--- src/rtl/multicycle_ctrl.sv ---
`default_nettype none
// +--------------------------------------------------------------------------+
// | multicycle_ctrl : multicycle ARM-subset controller (FSM, ALU decode,     |
// |                   condition-gated write strobes)      Revision 1.0       |
// +--------------------------------------------------------------------------+
module multicycle_ctrl (
   input  logic       clk,
   input  logic       reset,
   input  logic [1:0] op,
   input  logic [5:0] funct,
   input  logic [3:0] rd,
   input  logic       condex,
   input  logic       memready,
   output logic       irwrite,
   output logic       adrsrc,
   output logic       alusrca,
   output logic [1:0] alusrcb,
   output logic [1:0] resultsrc,
   output logic [1:0] immsrc,
   output logic [1:0] regsrc,
   output logic [1:0] alucontrol,
   output logic [1:0] flagw,
   output logic       pcwrite,
   output logic       regwrite,
   output logic       memwrite
);

   typedef enum logic [3:0] {
      S_FETCH  = 4'd0,
      S_DECODE = 4'd1,
      S_MEMADR = 4'd2,
      S_MEMRD  = 4'd3,
      S_MEMWB  = 4'd4,
      S_MEMWR  = 4'd5,
      S_EXECR  = 4'd6,
      S_EXECI  = 4'd7,
      S_ALUWB  = 4'd8,
      S_BRANCH = 4'd9
   } state_t;

   state_t     state_q;
   state_t     state_d;

   logic       nextpc;
   logic       branch;
   logic       regw;
   logic       memw;
   logic       aluop;

   logic [1:0] alu_ctl;
   logic       alu_known;
   logic       flag_nz;
   logic       flag_cv;
   logic       pc_wr_raw;

   always_ff @(posedge clk or posedge reset) begin
      if (reset) begin
         state_q <= S_FETCH;
      end else begin
         state_q <= state_d;
      end
   end

   always_comb begin
      state_d   = state_q;
      nextpc    = 1'b0;
      branch    = 1'b0;
      regw      = 1'b0;
      memw      = 1'b0;
      aluop     = 1'b0;
      adrsrc    = 1'b0;
      alusrca   = 1'b0;
      alusrcb   = 2'b00;
      resultsrc = 2'b00;

      case (state_q)
         S_FETCH: begin
            alusrca   = 1'b1;
            alusrcb   = 2'b10;
            resultsrc = 2'b10;
            nextpc    = 1'b1;
            if (memready) begin
               state_d = S_DECODE;
            end
         end
         S_DECODE: begin
            alusrca   = 1'b1;
            alusrcb   = 2'b10;
            resultsrc = 2'b10;
            case (op)
               2'b01:   state_d = S_MEMADR;
               2'b00:   state_d = funct[5] ? S_EXECI : S_EXECR;
               2'b10:   state_d = S_BRANCH;
               default: state_d = S_FETCH;
            endcase
         end
         S_MEMADR: begin
            alusrcb = 2'b01;
            state_d = funct[0] ? S_MEMRD : S_MEMWR;
         end
         S_MEMRD: begin
            adrsrc = 1'b1;
            if (memready) begin
               state_d = S_MEMWB;
            end
         end
         S_MEMWB: begin
            resultsrc = 2'b01;
            regw      = 1'b1;
            state_d   = S_FETCH;
         end
         S_MEMWR: begin
            adrsrc = 1'b1;
            memw   = 1'b1;
            if (memready) begin
               state_d = S_FETCH;
            end
         end
         S_EXECR: begin
            aluop   = 1'b1;
            state_d = S_ALUWB;
         end
         S_EXECI: begin
            alusrcb = 2'b01;
            aluop   = 1'b1;
            state_d = S_ALUWB;
         end
         S_ALUWB: begin
            regw    = 1'b1;
            state_d = S_FETCH;
         end
         S_BRANCH: begin
            alusrcb   = 2'b01;
            resultsrc = 2'b10;
            branch    = 1'b1;
            state_d   = S_FETCH;
         end
         default: begin
            state_d = S_FETCH;
         end
      endcase
   end

   // Unrecognised cmd codes fall back to ADD but must never touch the flags.
   always_comb begin
      alu_ctl   = 2'b00;
      alu_known = 1'b1;
      case (funct[4:1])
         4'b0100: alu_ctl = 2'b00;
         4'b0010: alu_ctl = 2'b01;
         4'b0000: alu_ctl = 2'b10;
         4'b1100: alu_ctl = 2'b11;
         default: alu_known = 1'b0;
      endcase
   end

   assign alucontrol = aluop ? alu_ctl : 2'b00;
   assign flag_nz    = aluop & alu_known & funct[0] & condex;
   // ADD and SUB are the only encodings with bit 1 clear
   assign flag_cv    = flag_nz & ~alu_ctl[1];

   // Register-file read-port selects depend only on the instruction class.
   assign immsrc = op;
   assign regsrc = {op == 2'b01, op == 2'b10};

   assign pc_wr_raw = (nextpc & memready) | (condex & (branch | ((rd == 4'b1111) & regw)));

   // Reset gates every write strobe so nothing commits while it is held.
   assign irwrite  = ~reset & nextpc & memready;
   assign pcwrite  = ~reset & pc_wr_raw;
   assign regwrite = ~reset & regw & condex;
   assign memwrite = ~reset & memw & condex & memready;
   assign flagw    = reset ? 2'b00 : {flag_nz, flag_cv};

endmodule
`default_nettype wire

--- config.mk ---
export PLATFORM = sky130hd
export DESIGN_NAME = multicycle_ctrl
export DESIGN_NICKNAME = d
export VERILOG_FILES = /design/src/rtl/multicycle_ctrl.sv
export SDC_FILE = /design/constraint.sdc
export NUM_CORES = 1
export LEC_CHECK = 0
export ABC_CLOCK_PERIOD_IN_PS = 3200
export CORE_MARGIN = 1
export CORE_UTILIZATION = 38
export CTS_BUF_LIST = sky130_fd_sc_hd__clkbuf_16
export CTS_CLUSTER_SIZE = 25
export DETAILED_ROUTE_END_ITERATION = 8
export PLACE_DENSITY_LB_ADDON = 0.15
export SYNTH_ARGS = -nofsm -noshare
export SYNTH_HDL_FRONTEND = slang
export SYNTH_SLANG_ARGS = --single-unit
--- constraint.sdc ---
create_clock -name clk -period 3.2 [get_ports clk]
set_input_delay 0.64 -clock clk [delete_from_list [all_inputs] [get_ports clk]]
set_output_delay 0.64 -clock clk [all_outputs]
set_load 0.02 [all_outputs]
### Word-level counts from Yosys, hierarchy flattened

Cells that the tools add are included.

| operators by class | value |
|---|---|
| reduce and logical (&&, ||, !) cells | 11 |
| equality and inequality tests | 18 |
| bitwise gates (word level) | 19 |
| mux-type cells | 20 |

Operators with widths:

| cell | number |
|---|---|
| 4-bit case mux with 6 select lines | 1 |
| 4-bit by 3-bit equality test with 1-bit output, second input constant | 5 |
| 4-bit equality test, second input constant | 4 |
| 1-bit bitwise AND | 15 |
| 4-bit by 2-bit equality test with 1-bit output, second input constant | 3 |
| 4-bit two-way mux | 3 |
| 4-bit case mux with 3 select lines | 1 |
| 1-bit two-way mux | 9 |
| 4-bit zero test | 2 |
| 2-bit case mux with 2 select lines | 2 |
| 2-bit OR reduction | 4 |
| 2-bit != test, second input constant | 3 |
| 2-bit case mux with 3 select lines | 1 |
| 3-bit OR reduction | 2 |
| 4-bit by 1-bit equality test with 1-bit output, second input constant | 1 |
| 2-bit two-way mux | 2 |
| 4-bit OR reduction | 1 |
| 3-bit two-way mux | 1 |
| 3-bit AND reduction | 1 |
| 2-bit by 1-bit equality test with 1-bit output, second input constant | 1 |
| 2-bit equality test, second input constant | 1 |
| 2-bit zero test | 1 |
| 1-bit inverter | 2 |
| 1-bit OR | 2 |

| storage, ports and cells | value |
|---|---|
| output and inout port bits | 18 |
| input port bits | 16 |
| flip-flop bits (word level) | 4 |

### Longest topological paths before layout

| logic depth | value |
|---|---|
| word-level depth | 8 |
| mapped depth | 4 |

### Worst setup path after synthesis

No wires, ideal clock.

| path | value |
|---|---|
| kind | input to output |
| start point | input port condex |
| end point | output port flagw[0] |
| path slack | 1,078 ps |
| path buffers | 0 |
| data arrival time | 1,482 ps |
| stages on the path | 3 |
| cell sequence | nor2b_1 > o2111a_1 > o21a_1 |

| on the way | value |
|---|---|
| longest elaborated chain between the ends | 3 |

RTL lines:

| what | line | text |
|---|---|---|
| from (decl) | 12 | `input logic condex,` |
| 1-bit bitwise AND | 158 | `assign flag_nz = aluop & alu_known & funct[0] & condex;` |
| 1-bit bitwise AND | 160 | `assign flag_cv = flag_nz & ~alu_ctl[1];` |
| 2-bit two-way mux | 173 | `assign flagw = reset ? 2'b00 : {flag_nz, flag_cv};` |
| to (decl) | 22 | `output logic [1:0] flagw,` |

Every way passes these cells.

### Worst setup path after layout

| path | value |
|---|---|
| start point | input port funct[3] |
| end point | output port flagw[0] |

| on the way | value |
|---|---|
| longest elaborated chain between the ends | 8 |

RTL lines:

| what | line | text |
|---|---|---|
| from (decl) | 10 | `input logic [5:0] funct,` |
| 4-bit equality test, or another cell as far along | 148 | `case (funct[4:1])` |
| 4-bit OR reduction (no line) | - |  |
| 1-bit two-way mux | 148 |  |
| 1-bit bitwise AND (3 in series) | 158 |  |
| 1-bit bitwise AND * | 160 |  |
| 2-bit two-way mux * | 173 |  |

Mark *: on every way between the ends. The rest lies on a longest branch, timed or not.

==> results.sh <==
export IMPL_ir_drop_v=0.000582
export IMPL_worst_slew_margin_rel=0.706
export IMPL_grt_remaining_overflow=0
export IMPL_cts_reportedPaths_clkPinSlew_ps=30
export IMPL_reg_to_reg_setup_timing_slack_ps=1950
export IMPL_report_final_setup_viol=0
export IMPL_max_cap_viol=0
export IMPL_post_route_antenna_net_violation_count=0
export IMPL_route_layer_met1_wl_um=671
export IMPL_dp_cells=117
export IMPL_global_route_wire_length_before_repair_um=2320
export IMPL_finalNetCount=123
export IMPL_num_fill_cells=116
export IMPL_layout_area_overhead_pct=70.6
export IMPL_cts_max_path_bufs=2
export IMPL_final_critical_period_ps=2960
export IMPL_dp_hpwl_um=1130
export IMPL_timing_worst_slew_pin_value_ps=441
export IMPL_total_of_cells_resized_after_clock_tree_synthesis=0
export IMPL_total_leakage_power_nw=0.368
export IMPL_clkSinkCount=4
export IMPL_post_synth_design_cell_area_um2=546
export IMPL_worst_hold_path_class="input port to asynchronous set/reset pin"
export IMPL_post_cts_setup_buffers=0
export IMPL_pin_count=34
export IMPL_power_per_cell_area_nw_per_um2=756
export IMPL_route_detailed_wl_per_inst_um=12.3
export IMPL_grt_start_max_net_pins=16
export IMPL_number_of_search_and_repair_iterations_in_the_first_detailed_routing_pass=2
export IMPL_grt_antenna_before_repair=0
export IMPL_top_regs="state_q: 4 flops"
export IMPL_mapped_avg_cell_area_um2=7.37
export IMPL_fraction_of_the_cycle_the_final_worst_path_needs=0.925
export IMPL_die_h_um=39.9
export IMPL_insertion_delay_ps=220
export IMPL_postSynth_topFlopCell="dfrtp_1"
export IMPL_timing_critical_path_required_ps=2560
export IMPL_final_setup_tns_ps=0
export IMPL_met3_length_um=54
export IMPL_timing_critical_path_arrival_ps=2320
export IMPL_die_area_um2=1590
export IMPL_grt_setup_unrepaired="false"
export IMPL_max_clock_freq_mhz=338
export IMPL_cts_made_buffers=3
export IMPL_final_instance_count_excl_fill=120
export IMPL_crit_path_max_fanout=4
export IMPL_core_area_um2=1320
export IMPL_cts_htree_levels=1
export IMPL_critPathCaptureType="output pin"
export IMPL_drt_vias_per_instance=5.37
export IMPL_number_of_enable_type_register_cells_in_the_synthesized_netlist=0
export IMPL_finalClockSkew_ps=0.246
export IMPL_number_of_drc_markers_after_the_initial_detailed_route_iteration=9
export IMPL_grt_pass1_vias=583
export IMPL_synthesis_instances=74
export IMPL_synthDistinctLibCells=33
export IMPL_die_width_um=39.9
export IMPL_cts_hold_buf=0
export IMPL_route_top_layer_used="met3"
export IMPL_ys_async_rst_share=1.00
export IMPL_detailroute_wirelength_met2_um=747
export IMPL_cts_tree="yes"
export IMPL_postSynthNetCount=90
export IMPL_gr_usage_all_layers=0.210
export IMPL_largest_reg_flops=4
export IMPL_remaining_drc_errors=0
export IMPL_status="finished, final reports clean"
export IMPL_vias=644
export IMPL_warnings_synthesis=0
export IMPL_criticalPathCategory="input port to output pin"
export IMPL_num_rows=13
export IMPL_start_util=0.414
export IMPL_top_register="state_q"
export IMPL_synth_sequential_area_ratio=0.183
export IMPL_diodes=0
export IMPL_report_final_hold_viol_count=0
export IMPL_ctsRootBufferMaster="clkbuf_16"
export IMPL_layout_drive_gt1_share=0.0571
export IMPL_gpl_final_weighted_congestion=0.709
export IMPL_routed_wirelength_um=1470
export IMPL_drv_slew=0
export IMPL_number_of_storage_elements_in_the_synthesis_netlist=4
export IMPL_place_port_buffers=33
export IMPL_worstSetupStartpointType="input port"
[cell usage after synthesis (2+ instances only)]
| cell type | number | area [um2] |
|---|---|---|
| nor3_1 | 5 | 25.0 |
| a21oi_1 | 3 | 15.0 |
| and2b_1 | 2 | 15.0 |
| nand3_1 | 2 | 10.0 |
| and4_1 | 3 | 26.3 |
| buf_4 | 4 | 30.0 |
| a22oi_1 | 2 | 15.0 |
| nor2_1 | 10 | 37.5 |
| nand2b_1 | 3 | 18.8 |
| o21ai_1 | 2 | 10.0 |
| nor2b_1 | 9 | 56.3 |
| inv_1 | 3 | 11.3 |
| nand2_1 | 3 | 11.3 |
| dfrtp_1 | 4 | 100 |
[logic make-up after synthesis]
kind of cell / Yosys count / synth area share
mux: 1 / 0.0183
flops: 4 / 0.183
simple gates: 42 / 0.454
compound gates: 16 / 0.206
xor+xnor: 2 / 0.0321
buf+inv: 9 / 0.105
[layout by cell type (no fill, tap or decap), drive strengths merged, types with 3 or more instances in the layout]
cell / n
a21oi: 3
clkbuf: 3
clkdlybuf4s50: 33
nor3: 6
inv: 3
dfrtp: 4
and4: 3
o21ai: 3
nor2b: 9
nand2: 3
nor2: 10
nand2b: 3
[report_power, final]
group / internal (mW) / total [mW] / switching, mW
Clock: 0.159 / 0.190 / 0.0307
Sequential: 0.0700 / 0.135 / 0.0649
Combinational: 0.192 / 0.379 / 0.187
[metrics by stage]
| stage | area (um2) | total power, mW | util | hold WS (ps) | worst slack [ps] |
|---|---|---|---|---|---|
| floorplan | 546 | 0.370 | - | 411 | 1080 |
| global placement | 856 | 0.504 | 0.650 | 674 | 282 |
| detailed placement | 856 | 0.510 | 0.650 | 692 | 240 |
| CTS | 931 | 0.708 | 0.707 | 658 | 232 |
| global route | 931 | 0.750 | 0.707 | 680 | 139 |
| finish | 931 | 0.704 | 0.707 | 659 | 240 |
[layout make-up]
| class | count | area [um2] | share of cell area |
|---|---|---|---|
| Tap cell | 15 | 18.8 | 0.0202 |
| Timing Repair Buffer | 34 | 338 | 0.363 |
| Sequential cell | 4 | 100 | 0.108 |
| Inverter | 3 | 11.3 | 0.0121 |
| Clock buffer | 3 | 75.1 | 0.0806 |
| Multi-Input combinational cell | 61 | 388 | 0.417 |
[metal layers]
metal | vias up | GRT usage
met5 | - | 0
met4 | 0 | 0.0603
met3 | 0 | 0.0227
met2 | 16 | 0.359
met1 | 303 | 0.270
li1 | 325 | -
[final timing paths]
check | from | endpoint | cells after the start
worst max-delay path | funct[3] | flagw[0] | 5
worst min-delay path | reset | state_q[3] | 2
worst max register to register | state_q[1] | state_q[2] | 3
worst min register to register | state_q[3] | state_q[3] | 1
max in group asynchronous | reset | state_q[0] | 2
min in group clk | state_q[3] | state_q[3] | 1
[worst max-delay path, stage by stage]
cell and delay (ps):
clkdlybuf4s50_1 540, nor2b_1 200, o2111a_1 230, o21a_1 120, clkdlybuf4s50_1 590
Power figures use the tool's default switching activity.
